File: src/rtl/seq_pkg.sv
// seq_pkg: shared definitions for the instruction sequencer.
//   - opcode constants for the seven defined instructions
//   - FSM state encoding (exported on the sequencer debug port)
//   - instruction field bit positions
//   - small decode helpers used by the sequencer
package seq_pkg;

  localparam logic [3:0] OP_OR    = 4'b0001;
  localparam logic [3:0] OP_AND   = 4'b0010;
  localparam logic [3:0] OP_LOAD  = 4'b0011;
  localparam logic [3:0] OP_STORE = 4'b0100;
  localparam logic [3:0] OP_EQUAL = 4'b0101;
  localparam logic [3:0] OP_ADD   = 4'b1001;
  localparam logic [3:0] OP_SUB   = 4'b1010;

  // Instruction word: [15:12] opcode, [11] A/B select, [10:8] unused, [7:0] operand address
  localparam int OPC_MSB  = 15;
  localparam int OPC_LSB  = 12;
  localparam int SEL_BIT  = 11;
  localparam int ADDR_MSB = 7;
  localparam int ADDR_LSB = 0;

  typedef enum logic [2:0] {
    IDLE    = 3'd0,
    FETCH   = 3'd1,
    EXECUTE = 3'd2,
    LOAD_WB = 3'd3,
    HALT    = 3'd4
  } state_t;

  // ALU instructions always write their result to B.
  function automatic logic is_alu_op(input logic [3:0] op);
    return (op == OP_OR) || (op == OP_AND) || (op == OP_ADD) || (op == OP_SUB);
  endfunction

  // Instructions that keep the program running (everything else halts).
  function automatic logic is_running_op(input logic [3:0] op);
    return is_alu_op(op) || (op == OP_LOAD) || (op == OP_STORE);
  endfunction

endpackage

File: src/rtl/instr_sequencer_if.sv
// instr_sequencer_if: instruction-ROM and data-memory bus of the sequencer.
//   rom_address/rom_data : 12-bit instruction address, 16-bit combinational ROM word
//   mem_addr             : 8-bit data-memory byte address
//   mem_rd_en/mem_rdata  : read strobe; mem_rdata is valid on the cycle after the strobe
//   mem_wr_en/mem_wdata  : write strobe; the write commits on the clock edge ending the strobe cycle
// Bus semantics: there is no valid/ready back-pressure. The memories are always ready;
// a strobe high for one cycle is exactly one transfer, and mem_rd_en/mem_wr_en are
// never high together. master = sequencer, slave = memories.
interface instr_sequencer_if #(
  parameter int DATA_W = 8
);
  logic [11:0]       rom_address;
  logic [15:0]       rom_data;
  logic [7:0]        mem_addr;
  logic              mem_rd_en;
  logic [DATA_W-1:0] mem_rdata;
  logic              mem_wr_en;
  logic [DATA_W-1:0] mem_wdata;

  modport master (
    output rom_address, mem_addr, mem_rd_en, mem_wr_en, mem_wdata,
    input  rom_data, mem_rdata
  );

  modport slave (
    input  rom_address, mem_addr, mem_rd_en, mem_wr_en, mem_wdata,
    output rom_data, mem_rdata
  );
endinterface

File: src/rtl/seq_alu.sv
// seq_alu: combinational ALU for the sequencer.
//   a, b    : operands (A and B registers)
//   opcode  : instruction opcode
//   result  : value written to B for ALU opcodes, 0 otherwise
//   carry   : carry out of ADD, borrow of SUB (a < b), 0 otherwise
module seq_alu
  import seq_pkg::*;
#(
  parameter int DATA_W = 8
) (
  input  logic [DATA_W-1:0] a,
  input  logic [DATA_W-1:0] b,
  input  logic [3:0]        opcode,
  output logic [DATA_W-1:0] result,
  output logic              carry
);

  always_comb begin
    result = '0;
    carry  = 1'b0;
    case (opcode)
      OP_OR:  result = a | b;
      OP_AND: result = a & b;
      OP_ADD: {carry, result} = {1'b0, a} + {1'b0, b};
      OP_SUB: begin
        result = a - b;
        carry  = (a < b);
      end
      default: ;
    endcase
  end

endmodule

File: src/rtl/instr_sequencer.sv
// instr_sequencer: fetch/decode/execute controller.
//   clk, reset (async, active-high), start (level, sampled in IDLE only)
//   bus        : instruction ROM and data-memory bus (master side)
//   reg_a/reg_b: architectural registers
//   carry      : carry of ADD / borrow of SUB, held by all other instructions
//   equal      : result of EQUAL
//   done       : high while in HALT
//   invalid_op : HALT caused by an undefined opcode
//   state_dbg  : current FSM state
module instr_sequencer
  import seq_pkg::*;
#(
  parameter int DATA_W = 8
) (
  input  logic              clk,
  input  logic              reset,
  input  logic              start,
  instr_sequencer_if.master bus,
  output logic [DATA_W-1:0] reg_a,
  output logic [DATA_W-1:0] reg_b,
  output logic              carry,
  output logic              equal,
  output logic              done,
  output logic              invalid_op,
  output state_t            state_dbg
);

  state_t            state, next_state;
  logic [11:0]       pc;
  logic [15:0]       ir;
  logic [3:0]        opcode;
  logic              sel_b;
  logic [DATA_W-1:0] sel_reg;
  logic [DATA_W-1:0] alu_result;
  logic              alu_carry;

  assign opcode  = ir[OPC_MSB:OPC_LSB];
  assign sel_b   = ir[SEL_BIT];
  assign sel_reg = sel_b ? reg_b : reg_a;

  seq_alu #(.DATA_W(DATA_W)) u_alu (
    .a      (reg_a),
    .b      (reg_b),
    .opcode (opcode),
    .result (alu_result),
    .carry  (alu_carry)
  );

  always_ff @(posedge clk or posedge reset) begin
    if (reset) state <= IDLE;
    else       state <= next_state;
  end

  // Next state and memory strobes. Strobes are decoded from the registered state,
  // so an asynchronous reset drops a pending write in the same cycle.
  always_comb begin
    next_state    = state;
    bus.mem_addr  = '0;
    bus.mem_rd_en = 1'b0;
    bus.mem_wr_en = 1'b0;
    bus.mem_wdata = '0;
    case (state)
      IDLE:    if (start) next_state = FETCH;
      FETCH:   next_state = EXECUTE;
      EXECUTE: begin
        bus.mem_addr = ir[ADDR_MSB:ADDR_LSB];
        if (opcode == OP_LOAD) begin
          bus.mem_rd_en = 1'b1;
          next_state    = LOAD_WB;
        end else if (opcode == OP_STORE) begin
          bus.mem_wr_en = 1'b1;
          bus.mem_wdata = sel_reg;
          next_state    = FETCH;
        end else if (is_alu_op(opcode)) begin
          next_state = FETCH;
        end else begin
          next_state = HALT;
        end
      end
      LOAD_WB: next_state = FETCH;
      HALT:    next_state = HALT;
      default: next_state = IDLE;
    endcase
  end

  always_ff @(posedge clk or posedge reset) begin
    if (reset) begin
      pc         <= '0;
      ir         <= '0;
      reg_a      <= '0;
      reg_b      <= '0;
      carry      <= 1'b0;
      equal      <= 1'b0;
      invalid_op <= 1'b0;
    end else begin
      case (state)
        FETCH: ir <= bus.rom_data;
        EXECUTE: begin
          if (is_alu_op(opcode)) reg_b <= alu_result;
          if (opcode == OP_ADD || opcode == OP_SUB) carry <= alu_carry;
          if (opcode == OP_EQUAL) equal <= (reg_a == reg_b);
          if (!is_running_op(opcode) && opcode != OP_EQUAL) invalid_op <= 1'b1;
          // Halting instructions leave PC pointing at themselves; 12-bit wrap is natural.
          if (is_running_op(opcode)) pc <= pc + 12'd1;
        end
        LOAD_WB: begin
          if (sel_b) reg_b <= bus.mem_rdata;
          else       reg_a <= bus.mem_rdata;
        end
        default: ;
      endcase
    end
  end

  assign bus.rom_address = pc;
  assign done            = (state == HALT);
  assign state_dbg       = state;

endmodule

File: src/flat_wrapper.sv
// flat-port wrapper written by rule: the top's interface ports become plain ports
module instr_sequencer_flat import seq_pkg::*;
#(
  parameter int DATA_W = 8
)
  (clk, reset, start, reg_a, reg_b, carry, equal, done, invalid_op, state_dbg, bus_rom_address, bus_mem_addr, bus_mem_rd_en, bus_mem_wr_en, bus_mem_wdata, bus_rom_data, bus_mem_rdata);
  instr_sequencer_if #(.DATA_W(DATA_W)) bus_i ();
  input  logic clk;
  input  logic reset;
  input  logic start;
  output logic [DATA_W-1:0] reg_a;
  output logic [DATA_W-1:0] reg_b;
  output logic carry;
  output logic equal;
  output logic done;
  output logic invalid_op;
  output state_t state_dbg;
  output wire logic [$bits(bus_i.rom_address)-1:0] bus_rom_address;
  output wire logic [$bits(bus_i.mem_addr)-1:0] bus_mem_addr;
  output wire logic [$bits(bus_i.mem_rd_en)-1:0] bus_mem_rd_en;
  output wire logic [$bits(bus_i.mem_wr_en)-1:0] bus_mem_wr_en;
  output wire logic [$bits(bus_i.mem_wdata)-1:0] bus_mem_wdata;
  input wire logic [$bits(bus_i.rom_data)-1:0] bus_rom_data;
  input wire logic [$bits(bus_i.mem_rdata)-1:0] bus_mem_rdata;
  assign bus_rom_address = bus_i.rom_address;
  assign bus_mem_addr = bus_i.mem_addr;
  assign bus_mem_rd_en = bus_i.mem_rd_en;
  assign bus_mem_wr_en = bus_i.mem_wr_en;
  assign bus_mem_wdata = bus_i.mem_wdata;
  assign bus_i.rom_data = bus_rom_data;
  assign bus_i.mem_rdata = bus_mem_rdata;
  instr_sequencer #(.DATA_W(DATA_W)) u_core (.clk(clk), .reset(reset), .start(start), .bus(bus_i), .reg_a(reg_a), .reg_b(reg_b), .carry(carry), .equal(equal), .done(done), .invalid_op(invalid_op), .state_dbg(state_dbg));
endmodule
File: config.mk
export PLATFORM = sky130hd
export DESIGN_NAME = instr_sequencer_flat
export DESIGN_NICKNAME = d
export VERILOG_FILES = /design/src/rtl/seq_pkg.sv /design/src/rtl/instr_sequencer_if.sv /design/src/rtl/seq_alu.sv /design/src/rtl/instr_sequencer.sv /design/src/flat_wrapper.sv
export SDC_FILE = /design/constraint.sdc
export NUM_CORES = 1
export LEC_CHECK = 0
export ABC_AREA = 1
export BUFFER_PORTS_ARGS = -buffer_cell sky130_fd_sc_hd__buf_4
export CAP_MARGIN = 10
export CELL_PAD_IN_SITES_DETAIL_PLACEMENT = 0
export CELL_PAD_IN_SITES_GLOBAL_PLACEMENT = 2
export CORE_MARGIN = 4
export CORE_UTILIZATION = 30
export DETAILED_ROUTE_END_ITERATION = 8
export GPL_TIMING_DRIVEN = 0
export PLACE_DENSITY = 0.87
export SETUP_SLACK_MARGIN = 0.05
export SYNTH_ARGS = -nofsm -noshare
export SYNTH_HDL_FRONTEND = slang
export SYNTH_SLANG_ARGS = --single-unit
File: constraint.sdc
create_clock -name clk -period 2.1 [get_ports clk]
set_input_delay 0.42 -clock clk [delete_from_list [all_inputs] [get_ports clk]]
set_output_delay 0.42 -clock clk [all_outputs]
set_load 0.01 [all_outputs]
==> impl_metrics.csv, run 1 <==
group,metric,value,unit
logic_synthesis,synth_fa_ha_area_share,11.3,%
logic_synthesis,synth_compound_area_share,13.0,%
setup_path,rr_worst_depth,9,
global_routing,antenna_found_initial,0,
sta,tightestPinTransition,0.558,ns
sta,fmax,0.507,GHz
logic_synthesis,synth_top_area_share,36.4,%
placement,place_congestion,0.833,
floorplan,ioPinCount,80,
sta,clock-skew-final,0.0168,ns
floorplan,initial_core_util,31.0,%
finish,drive_above_1_share,29.9,%
clock_tree,cts_max_path_buffers,2,
power_and_ir_drop,power.net_switching,3.12,mW
logic_synthesis,synthMuxAreaShare,3.13,%
min_path,min_path_type,"primary input to async pin",
detailed_routing,wire_per_inst,15.0,um
power_and_ir_drop,power_density,1510,nW/um2
sta,fin_setup_tns,0,ns
sta,slew_headroom,62.7,%
placement,io_buffer_count,76,
logic_synthesis,syn_nets,477,
clock_tree,ctsHtreeMaxLevel,2,
floorplan,fp.dieH,112,um
logic_synthesis,synthXorXnorAreaFrac,2.71,%
setup_path,r2r-end,"u_core.reg_b[4]",
power_and_ir_drop,peakVddDrop,623,uV
setup_path,reg2reg_slack,0.17,ns
sta,period_share,93.9,%
placement,place_hpwl,7.55,mm
global_routing,overflow,0,
job,drv_cap,0,
clock_tree,clkLatencyLatePin,0.32,ns
logic_synthesis,synthSimpleGateAreaFrac,24.7,%
logic_synthesis,synthCells,422,
setup_path,end_kind,"output pin",
setup_path,reg2reg_from,"u_core.reg_b[0]",
sta,rsz0062_at_grt,"true",
setup_path,critPathLaunch,"u_core.state_dbg[2]",
floorplan,coreArea,10400,um2
floorplan,die_area,12500,um2
clock_tree,cts.sink_count,47,
clock_tree,postCtsHoldBufs,0,
setup_path,critPathLaunchType,"flip-flop",
logic_synthesis,yosys.area.top_type,"dfrtp_1",
setup_path,critPathRequiredTime,1.68,ns
finish,nets,576,
logic_synthesis,syn_area,3230,um2
clock_tree,cts_tree,"yes",
detailed_routing,dr.first_iter.drc_count,133,
sta,finalMaxSlewViolations,0,
logic_synthesis,post-synth-top-count-cell,"nand2_1",
detailed_routing,detail_route.first_pass.iterations,4,
clock_tree,cts_buffers,5,
global_routing,grt_max_degree,36,
setup_path,path_class,"flip-flop to output pin",
detailed_routing,vias,3091,
setup_path,worstPathArrival,1.55,ns
global_routing,grt_pass1_wl,16.0,mm
clock_tree,root_buffer,"clkbuf_8",
detailed_routing,routed_wl,9.85,mm
clock_tree,path_clk_slew,0.11,ns
power_and_ir_drop,power.total,6.56,mW
finish,n_antenna_cell,0,
power_and_ir_drop,netSwitchingFraction,47.5,%
floorplan,fp.dieW,112,um
logic_synthesis,synth-seq-cells,47,
power_and_ir_drop,cellInternalPower,3.44,mW
logic_synthesis,ys_seq_area_share,36.4,%
logic_synthesis,ys_top_cells_by_area,"dfrtp_1 (36%), ha_1 (10%), nand2_1 (7.7%)",
power_and_ir_drop,p_comb_share,63.2,%
logic_synthesis,synthTopCellsByCount,"nand2_1 (66), nor2_1 (63), inv_1 (58), dfrtp_1 (47), a21oi_1 (41)",
global_routing,grt_use_total,15.6,%
logic_synthesis,synth_flop_cell,"dfrtp_1",
logic_synthesis,synth_top_family_by_area,"simple AND/OR/NAND/NOR gates",
run_status,outcome,"finished clean",
detailed_routing,viasPerCell,4.70,
sta,hold_viol,0,
global_routing,grt_pass1_vias,3144,
finish,syn_to_final_growth,34.4,%
detailed_routing,ant_nets,0,
power_and_ir_drop,p_leak,2.24,nW
power_and_ir_drop,pwr-share-seq,24.1,%
logic_synthesis,synth_cell_types,42,
floorplan,rows,37,
logic_synthesis,async_reset_ff_share,100,%
detailed_routing,route.detailed.drc,0,
power_and_ir_drop,p_clk_share,12.6,%
sta,setup_viol,0,
sta,period_needed,1.97,ns
logic_synthesis,synth_edf_count,0,
logic_synthesis,yosys_warnings,0,
logic_synthesis,syn_avg_cell_area,7.66,um2
setup_path,cp_max_fo,8,
## layer usage
layer,wire (um),vias up,global-route usage [%]
met5,0,-,0
met4,143,0,3.16
met3,448,9,3.70
met2,4850,59,27.3
met1,4410,1456,19.5
li1,-,1567,-
## power by group through the flow
stage	sequential (mW)	combinational, mW	clock [mW]
floorplan	1.64	2.47	0
global placement	1.60	3.71	0
detailed placement	1.62	3.74	0
CTS	1.60	3.77	0.848
global route	1.64	4.69	0.875
finish	1.58	4.15	0.829
## worst max-delay path, stage by stage (launching register included)
cell     delay [ns]
dfrtp_1        0.40
inv_2          0.09
nand2_2        0.09
nor2_4         0.12
inv_4          0.08
nor2_4         0.13
inv_4          0.09
nor2_1         0.10
buf_4          0.13
## repair_timing
action	4_1_cts	5_1_grt
setup endpoints to repair	17	21
pin swaps	2	6
setup buffers	2	14
gates resized for setup	7	25
## worst max-delay path by stage
stage	slack, ns	endpoint
3_3_place_gp	-0.25	u_core.ir[12]
4_1_cts	0.06	bus_mem_wdata[4]
6_report	0.13	bus_mem_wdata[5]
5_1_grt	0.03	u_core.carry
3_5_place_dp	0.06	bus_mem_wdata[7]
2_1_floorplan	0.23	u_core.carry
## metrics by stage
stage	std cells	cell area, um2	utilization [%]	setup slack, ns	hold slack (ns)
2_1_floorplan	422	3230	-	0.229	0.481
3_3_place_gp	634	3970	38.2	-0.248	0.450
3_5_place_dp	635	3990	38.3	0.0632	0.415
4_1_cts	644	4160	39.9	0.0586	0.0668
5_1_grt	658	4340	41.7	0.0318	0.0715
6_report	658	4340	41.7	0.129	0.0521
## registers in the layout (all words and copies together) (netlist names)
| signal | count |
|---|---|
| u_core.bus.rom_address | 12 |
| u_core.carry | 1 |
| u_core.equal | 1 |
| u_core.invalid_op | 1 |
| u_core.ir | 13 |
| u_core.reg_a | 8 |
| u_core.reg_b | 8 |
| u_core.state_dbg | 3 |
## final cells by class
| type | instances | area (um2) |
|---|---|---|
| Tap cell | 136 | 170 |
| Timing Repair Buffer | 93 | 723 |
| Fill cell | 1084 | 6070 |
| Buffer | 7 | 38.8 |
| Multi-Input combinational cell | 302 | 1850 |
| Inverter | 65 | 249 |
| Clock buffer | 6 | 72.6 |
| Clock inverter | 2 | 60.1 |
| Sequential cell | 47 | 1180 |
## cells in the final DEF (no fill, tap or decap), types with 4 or more instances in the layout
cell type  instances
xor2_1             7
nor2_1            58
nor2_4             4
o22ai_1            6
nor2_2             6
clkbuf_8           5
inv_1             54
nand3_1           34
a22oi_1            4
buf_2              4
o21ai_0            8
ha_1              20
nand2_2            5
dfrtp_2            4
buf_4             91
mux2_2             9
a21oi_1           41
dfrtp_1           43
nand2_1           63
inv_2              9
## cells by family after synthesis
| logic type | count (synthesis) |
|---|---|
| flip-flops | 47 |
| buffers and inverters | 73 |
| AO/OA/AOI/OAI | 72 |
| adder cells (fa/ha/maj) | 28 |
| AND/OR/NAND/NOR | 183 |
| multiplexers | 9 |
| XOR/XNOR | 10 |
Note: power is estimated with default switching activity, not from simulation.
==> run 2, diff against run 1 <==
==> constraint.sdc (replaced) <==
create_clock -name clk -period 2 [get_ports clk]
set_input_delay 0.4 -clock clk [delete_from_list [all_inputs] [get_ports clk]]
set_output_delay 0.4 -clock clk [all_outputs]
set_load 0.01 [all_outputs]
==> run 2 against run 1 <==
Effect of this change:
- combinational power rose by 9.9%
- register-to-register slack got worse by 0.10 ns
- design area rose by 2.4%
- die area did not move
- flip-flop and latch count did not move
- core utilization rose by 1.0 points
- critical path depth did not move
- final cell count rose by 1.4%
- largest power group unchanged
- highest routed layer unchanged
==> impl_metrics.csv, run 2 (synthesized netlist as in run 1, its figures left out) <==
group,metric,value,unit
run_status,outcome,"finished clean",
clock_tree,cts_buffers,5,
global_routing,grt_use_total,15.9,%
detailed_routing,dr.first_iter.drc_count,99,
sta,clock-skew-final,0.0203,ns
global_routing,use_met2,28.1,%
setup_path,critPathLaunch,"u_core.state_dbg[2]",
placement,place_hpwl,7.55,mm
setup_path,reg2reg_slack,0.07,ns
finish,final_common_cell,"buf_4",
sta,setup_viol,0,
sta,period_share,97.1,%
setup_path,cp_max_fo,8,
detailed_routing,routed_wl,10.0,mm
sta,period_needed,1.94,ns
global_routing,use_met3,3.48,%
placement,dp_cells,635,
min_path,min_path_type,"primary input to async pin",
clock_tree,cts_tree,"yes",
global_routing,grt_pass1_vias,3219,
setup_path,end_kind,"output pin",
clock_tree,cts.sink_count,47,
floorplan,ioPinCount,80,
power_and_ir_drop,netSwitchingFraction,47.3,%
sta,fin_ws,0.0579,ns
detailed_routing,viasPerCell,4.74,
sta,hold_viol,0,
finish,layoutNonFillerInstCount,667,
setup_path,critPathMaxStageDelay,0.40,ns
clock_tree,ctsHtreeMaxLevel,2,
power_and_ir_drop,power.net_switching,3.35,mW
floorplan,fp.dieH,112,um
finish,syn_to_final_growth,37.7,%
setup_path,critPathLaunchType,"flip-flop",
setup_path,critPathRequiredTime,1.60,ns
power_and_ir_drop,power_density,1590,nW/um2
power_and_ir_drop,cellInternalPower,3.74,mW
global_routing,grt_pass1_wl,16.3,mm
finish,largest_reg_flops,13,
finish,nets,585,
finish,n_antenna_cell,0,
power_and_ir_drop,pwr-share-seq,23.3,%
sta,rsz0062_at_grt,"true",
finish,drive_above_1_share,33.0,%
setup_path,rr_worst_depth,9,
placement,place_ws,-0.0168,ns
setup_path,r2r-end,"u_core.reg_b[4]",
global_routing,antenna_found_initial,0,
sta,slew_headroom,62.6,%
detailed_routing,detail_route.first_pass.iterations,4,
detailed_routing,route.detailed.drc,0,
detailed_routing,wire_per_inst,15.0,um
sta,tightestPinTransition,0.560,ns
power_and_ir_drop,p_leak,2.29,nW
sta,fmax,0.515,GHz
floorplan,coreArea,10400,um2
floorplan,initial_core_util,31.0,%
detailed_routing,ant_nets,0,
power_and_ir_drop,p_clk_share,12.3,%
setup_path,path_class,"flip-flop to output pin",
power_and_ir_drop,peakVddDrop,680,uV
finish,top_register,"u_core.ir",
finish,final_cell_mix,"buf_4 (100), nand2_1 (60), inv_1 (54)",
floorplan,fp.dieW,112,um
clock_tree,cts_max_path_buffers,2,
placement,place_congestion,0.833,
setup_path,crit_chain,"inv_2 > nand2_2 > nor2_4 > inv_4 > nor2_4 > inv_6 > nor2_2 > buf_4",
global_routing,grt_max_degree,36,
floorplan,die_area,12500,um2
floorplan,rows,37,
setup_path,crit_top_cell,"nor2_4",
global_routing,use_met1,20.0,%
setup_path,cp_slowest_cell,"dfrtp_1",
power_and_ir_drop,power.total,7.08,mW
global_routing,busiest_layer,"met2",
setup_path,reg2reg_from,"u_core.reg_b[0]",
global_routing,overflow,0,
clock_tree,path_clk_slew,0.11,ns
placement,io_buffer_count,76,
clock_tree,clkLatencyLatePin,0.32,ns
clock_tree,root_buffer,"clkbuf_8",
job,drv_cap,0,
setup_path,critPathCapture,"bus_mem_wdata[4]",
setup_path,worstPathArrival,1.54,ns
sta,finalMaxSlewViolations,0,
detailed_routing,vias,3159,
power_and_ir_drop,p_comb_share,64.4,%
==> run 2: final cells by class <==
cell class / instances / area [um2]
buffer: 8 / 57.6
clock buffer: 6 / 72.6
clock inverter: 2 / 60.1
fill: 1087 / 5970
inverter: 65 / 251
multi-input combinational: 302 / 1870
sequential: 47 / 1180
tap: 136 / 170
timing repair buffer: 101 / 783
==> run 2: stage by stage <==
stage	instance area (um2)	setup TNS [ns]	util (%)	hold WS, ns
after floorplan	3230	0	-	0.481
after global placement	3970	-15.26	38.2	0.450
after detailed placement	3990	-0.0385	38.3	0.395
after CTS	4230	0	40.6	0.0468
after global routing	4450	-0.418	42.7	0.0513
final	4450	0	42.7	0.0291
==> run 2: worst max-delay path, delay by kind of cell, from the launching register on <==
kind          cells  cell delay (ns)
simple gates      4             0.46
flops             1             0.40
buf+inv           4             0.36
==> run 2: power by group through the flow <==
stage                     logic (mW)  clock network (mW)  registers (mW)
after detailed placement        3.93                   0            1.70
final                           4.56               0.869            1.65
after global placement          3.89                   0            1.68
after CTS                       4.10               0.891            1.68
after global routing            5.13               0.919            1.71
after floorplan                 2.59                   0            1.72
==> run 2: how the worst min path moves through the flow <==
stage	end	startpoint	slack, ns	cells after the start
2_1_floorplan	u_core.ir[0]	u_core.ir[0]	0.48	2
3_3_place_gp	u_core.invalid_op	u_core.invalid_op	0.45	1
4_1_cts	u_core.reg_b[3]	reset	0.05	2
5_1_grt	u_core.reg_a[2]	reset	0.05	2
6_report	u_core.reg_b[3]	reset	0.03	2
3_5_place_dp	u_core.reg_a[7]	reset	0.40	2
==> run 2: metal layers <==
metal	wire, um	vias up
met5	0	-
met4	144	0
met3	453	8
met2	4970	65
met1	4450	1503
li1	-	1583
==> run 2: repair_timing <==
action	in CTS	in global routing
endpoints found under the hold margin	0	0
setup buffers	7	17
pin swaps	3	9
resized for setup	20	29
hold buffers	0	0
endpoints found under the setup margin	23	26
==> run 3, diff against run 2 <==
--- a/config.mk
+++ b/config.mk
@@ -15,6 +15,7 @@
 export DETAILED_ROUTE_END_ITERATION = 8
 export GPL_TIMING_DRIVEN = 0
 export PLACE_DENSITY = 0.87
+export REMOVE_ABC_BUFFERS = 1
 export SETUP_SLACK_MARGIN = 0.05
 export SYNTH_ARGS = -nofsm -noshare
 export SYNTH_HDL_FRONTEND = slang
==> run 3 against run 2 <==
Effect of this change:
- clock skew down 0.0054 ns
- clock power shrank 31%
- flip-flop and latch count did not move
- design area rose by 0.73%
- sequential power rose by 5%
- sequential share of layout area is 0.14 points lower
- via count increased by 1.2%
- maximum frequency grew 1.0%
- critical path depth did not move
- worst hold slack got worse by 0.022 ns
- total power down 1.5%
- routed wire length decreased by 2.4%
- largest power group unchanged
==> impl_metrics.csv, run 3 (synthesized netlist as in run 1, its figures left out) <==
group,metric,value,unit
clock_tree,cts_max_path_buffers,2,
finish,finalInstanceArea,4480,um2
finish,fin_util,43.0,%
detailed_routing,wire_per_inst,14.8,um
setup_path,r2r-end,"u_core.reg_b[4]",
detailed_routing,route.detailed.drc,0,
setup_path,rr_worst_depth,9,
setup_path,cp_slowest_cell,"dfrtp_1",
setup_path,cp_num_buf_inv,4,
power_and_ir_drop,power.total,6.98,mW
min_path,min_path_type,"primary input to async pin",
detailed_routing,ant_nets,0,
sta,rsz0062_at_grt,"true",
clock_tree,root_buffer,"clkbuf_8",
finish,final_common_cell,"buf_4",
clock_tree,path_clk_slew,0.10,ns
global_routing,grt_use_total,15.4,%
global_routing,overflow,0,
detailed_routing,viasPerCell,4.82,
floorplan,ioPinCount,80,
detailed_routing,routed_wl,9.78,mm
placement,place_congestion,0.870,
setup_path,cp_top_family,"simple AND/OR/NAND/NOR gates",
finish,largest_reg_flops,13,
finish,nets,581,
setup_path,critPathLaunch,"u_core.state_dbg[2]",
floorplan,fp.dieW,112,um
setup_path,critPathCapture,"bus_mem_wdata[4]",
sta,fin_ws,0.0771,ns
placement,dp_cells,627,
clock_tree,cts_buffers,5,
clock_tree,clkLatencyLatePin,0.31,ns
detailed_routing,detail_route.first_pass.iterations,4,
finish,fillers,1074,
floorplan,fp.dieH,112,um
finish,layoutNonFillerInstCount,663,
global_routing,antenna_found_initial,0,
placement,place_ws,-0.0531,ns
setup_path,crit_top_cell,"nor2_4",
sta,tightestPinTransition,0.921,ns
clock_tree,cts_tree,"yes",
power_and_ir_drop,power_density,1560,nW/um2
placement,io_buffer_count,76,
sta,period_needed,1.92,ns
finish,final_cell_mix,"buf_4 (99), nand2_1 (59), inv_1 (52)",
sta,fmax,0.520,GHz
sta,hold_viol,0,
setup_path,end_kind,"output pin",
clock_tree,ctsHtreeMaxLevel,2,
setup_path,critPathLaunchType,"flip-flop",
setup_path,path_depth,8,
floorplan,initial_core_util,31.0,%
finish,drive_above_1_share,35.7,%
placement,dpl_cell_area,3950,um2
sta,clock-skew-final,0.0149,ns
setup_path,cp_max_fo,8,
placement,place_hpwl,7.08,mm
sta,slew_headroom,38.4,%
finish,multi_input_area,1960,um2
run_status,outcome,"finished clean",
sta,hold_ws,0.00701,ns
detailed_routing,dr.first_iter.drc_count,139,
finish,top_register,"u_core.ir",
setup_path,worstPathArrival,1.52,ns
finish,n_antenna_cell,0,
sta,setup_viol,0,
clock_tree,postCtsHoldBufs,0,
global_routing,grt_pass1_wl,15.6,mm
power_and_ir_drop,p_leak,2.27,nW
setup_path,critPathMaxStageDelay,0.41,ns
setup_path,path_class,"flip-flop to output pin",
floorplan,rows,37,
floorplan,coreArea,10400,um2
global_routing,grt_pass1_vias,3142,
sta,period_share,96.1,%
sta,finalMaxSlewViolations,0,
setup_path,crit_chain,"inv_2 > nand2_4 > nor2_4 > inv_6 > nor2_4 > inv_8 > nor2_4 > buf_6",
clock_tree,cts.sink_count,47,
finish,seqCellArea,1180,um2
job,drv_cap,0,
power_and_ir_drop,peakVddDrop,603,uV
setup_path,reg2reg_slack,0.10,ns
sta,fin_setup_tns,0,ns
setup_path,reg2reg_from,"u_core.reg_a[1]",
finish,syn_to_final_growth,38.7,%
setup_path,critPathRequiredTime,1.60,ns
detailed_routing,vias,3197,
floorplan,die_area,12500,um2
global_routing,grt_max_degree,39,
## run 3: cell count changes in the layout (fill, tap and decap cells not counted), sizes merged
cell	before	now
bufinv	2	0
clkbuf	10	6
clkinv	0	1
clkinvlp	0	1
## run 3: worst reg2reg max path: stages, from the launching register on
cell,delay (ns)
dfrtp_2,0.46
buf_4,0.16
fa_2,0.39
nand2_2,0.10
nand3_2,0.07
nand2_1,0.11
a21oi_1,0.07
o21ai_0,0.13
and3_1,0.22
o22ai_2,0.06
## run 3: timing repair
item | 4_1_cts | 5_1_grt
pin swaps | 3 | 13
setup buffers | 8 | 20
gates resized for setup | 11 | 59
endpoints found under the setup margin | 26 | 32
## run 3: worst min path at each step
stage	start	to	cells after the start
2_1_floorplan	u_core.ir[0]	u_core.ir[0]	2
4_1_cts	reset	u_core.reg_b[3]	2
3_5_place_dp	reset	u_core.reg_a[6]	2
5_1_grt	reset	u_core.reg_a[3]	2
3_3_place_gp	u_core.invalid_op	u_core.invalid_op	1
6_report	reset	u_core.reg_b[3]	2
## run 3: final cells by class
class | count | area share (%)
clock buffer | 6 | 1.62
clock inverter | 2 | 0.279
inverter | 65 | 5.72
multi-input combinational | 302 | 43.7
sequential | 47 | 26.4
tap | 136 | 3.80
timing repair buffer | 105 | 18.5
## run 3: power by group
part / switching, mW / leakage [nW] / internal (mW)
clock: 0.353 / 0.0412 / 0.246
sequential: 0.413 / 0.559 / 1.32
combinational: 2.63 / 1.66 / 2.01
total: 3.40 / 2.27 / 3.58
## run 3: layer usage
layer | part of all wire [%] | GRT usage, %
met4 | 1.9 | 5.27
met3 | 5.8 | 4.18
met5 | 0 | 0
met2 | 49 | 26.7
met1 | 43 | 18.5
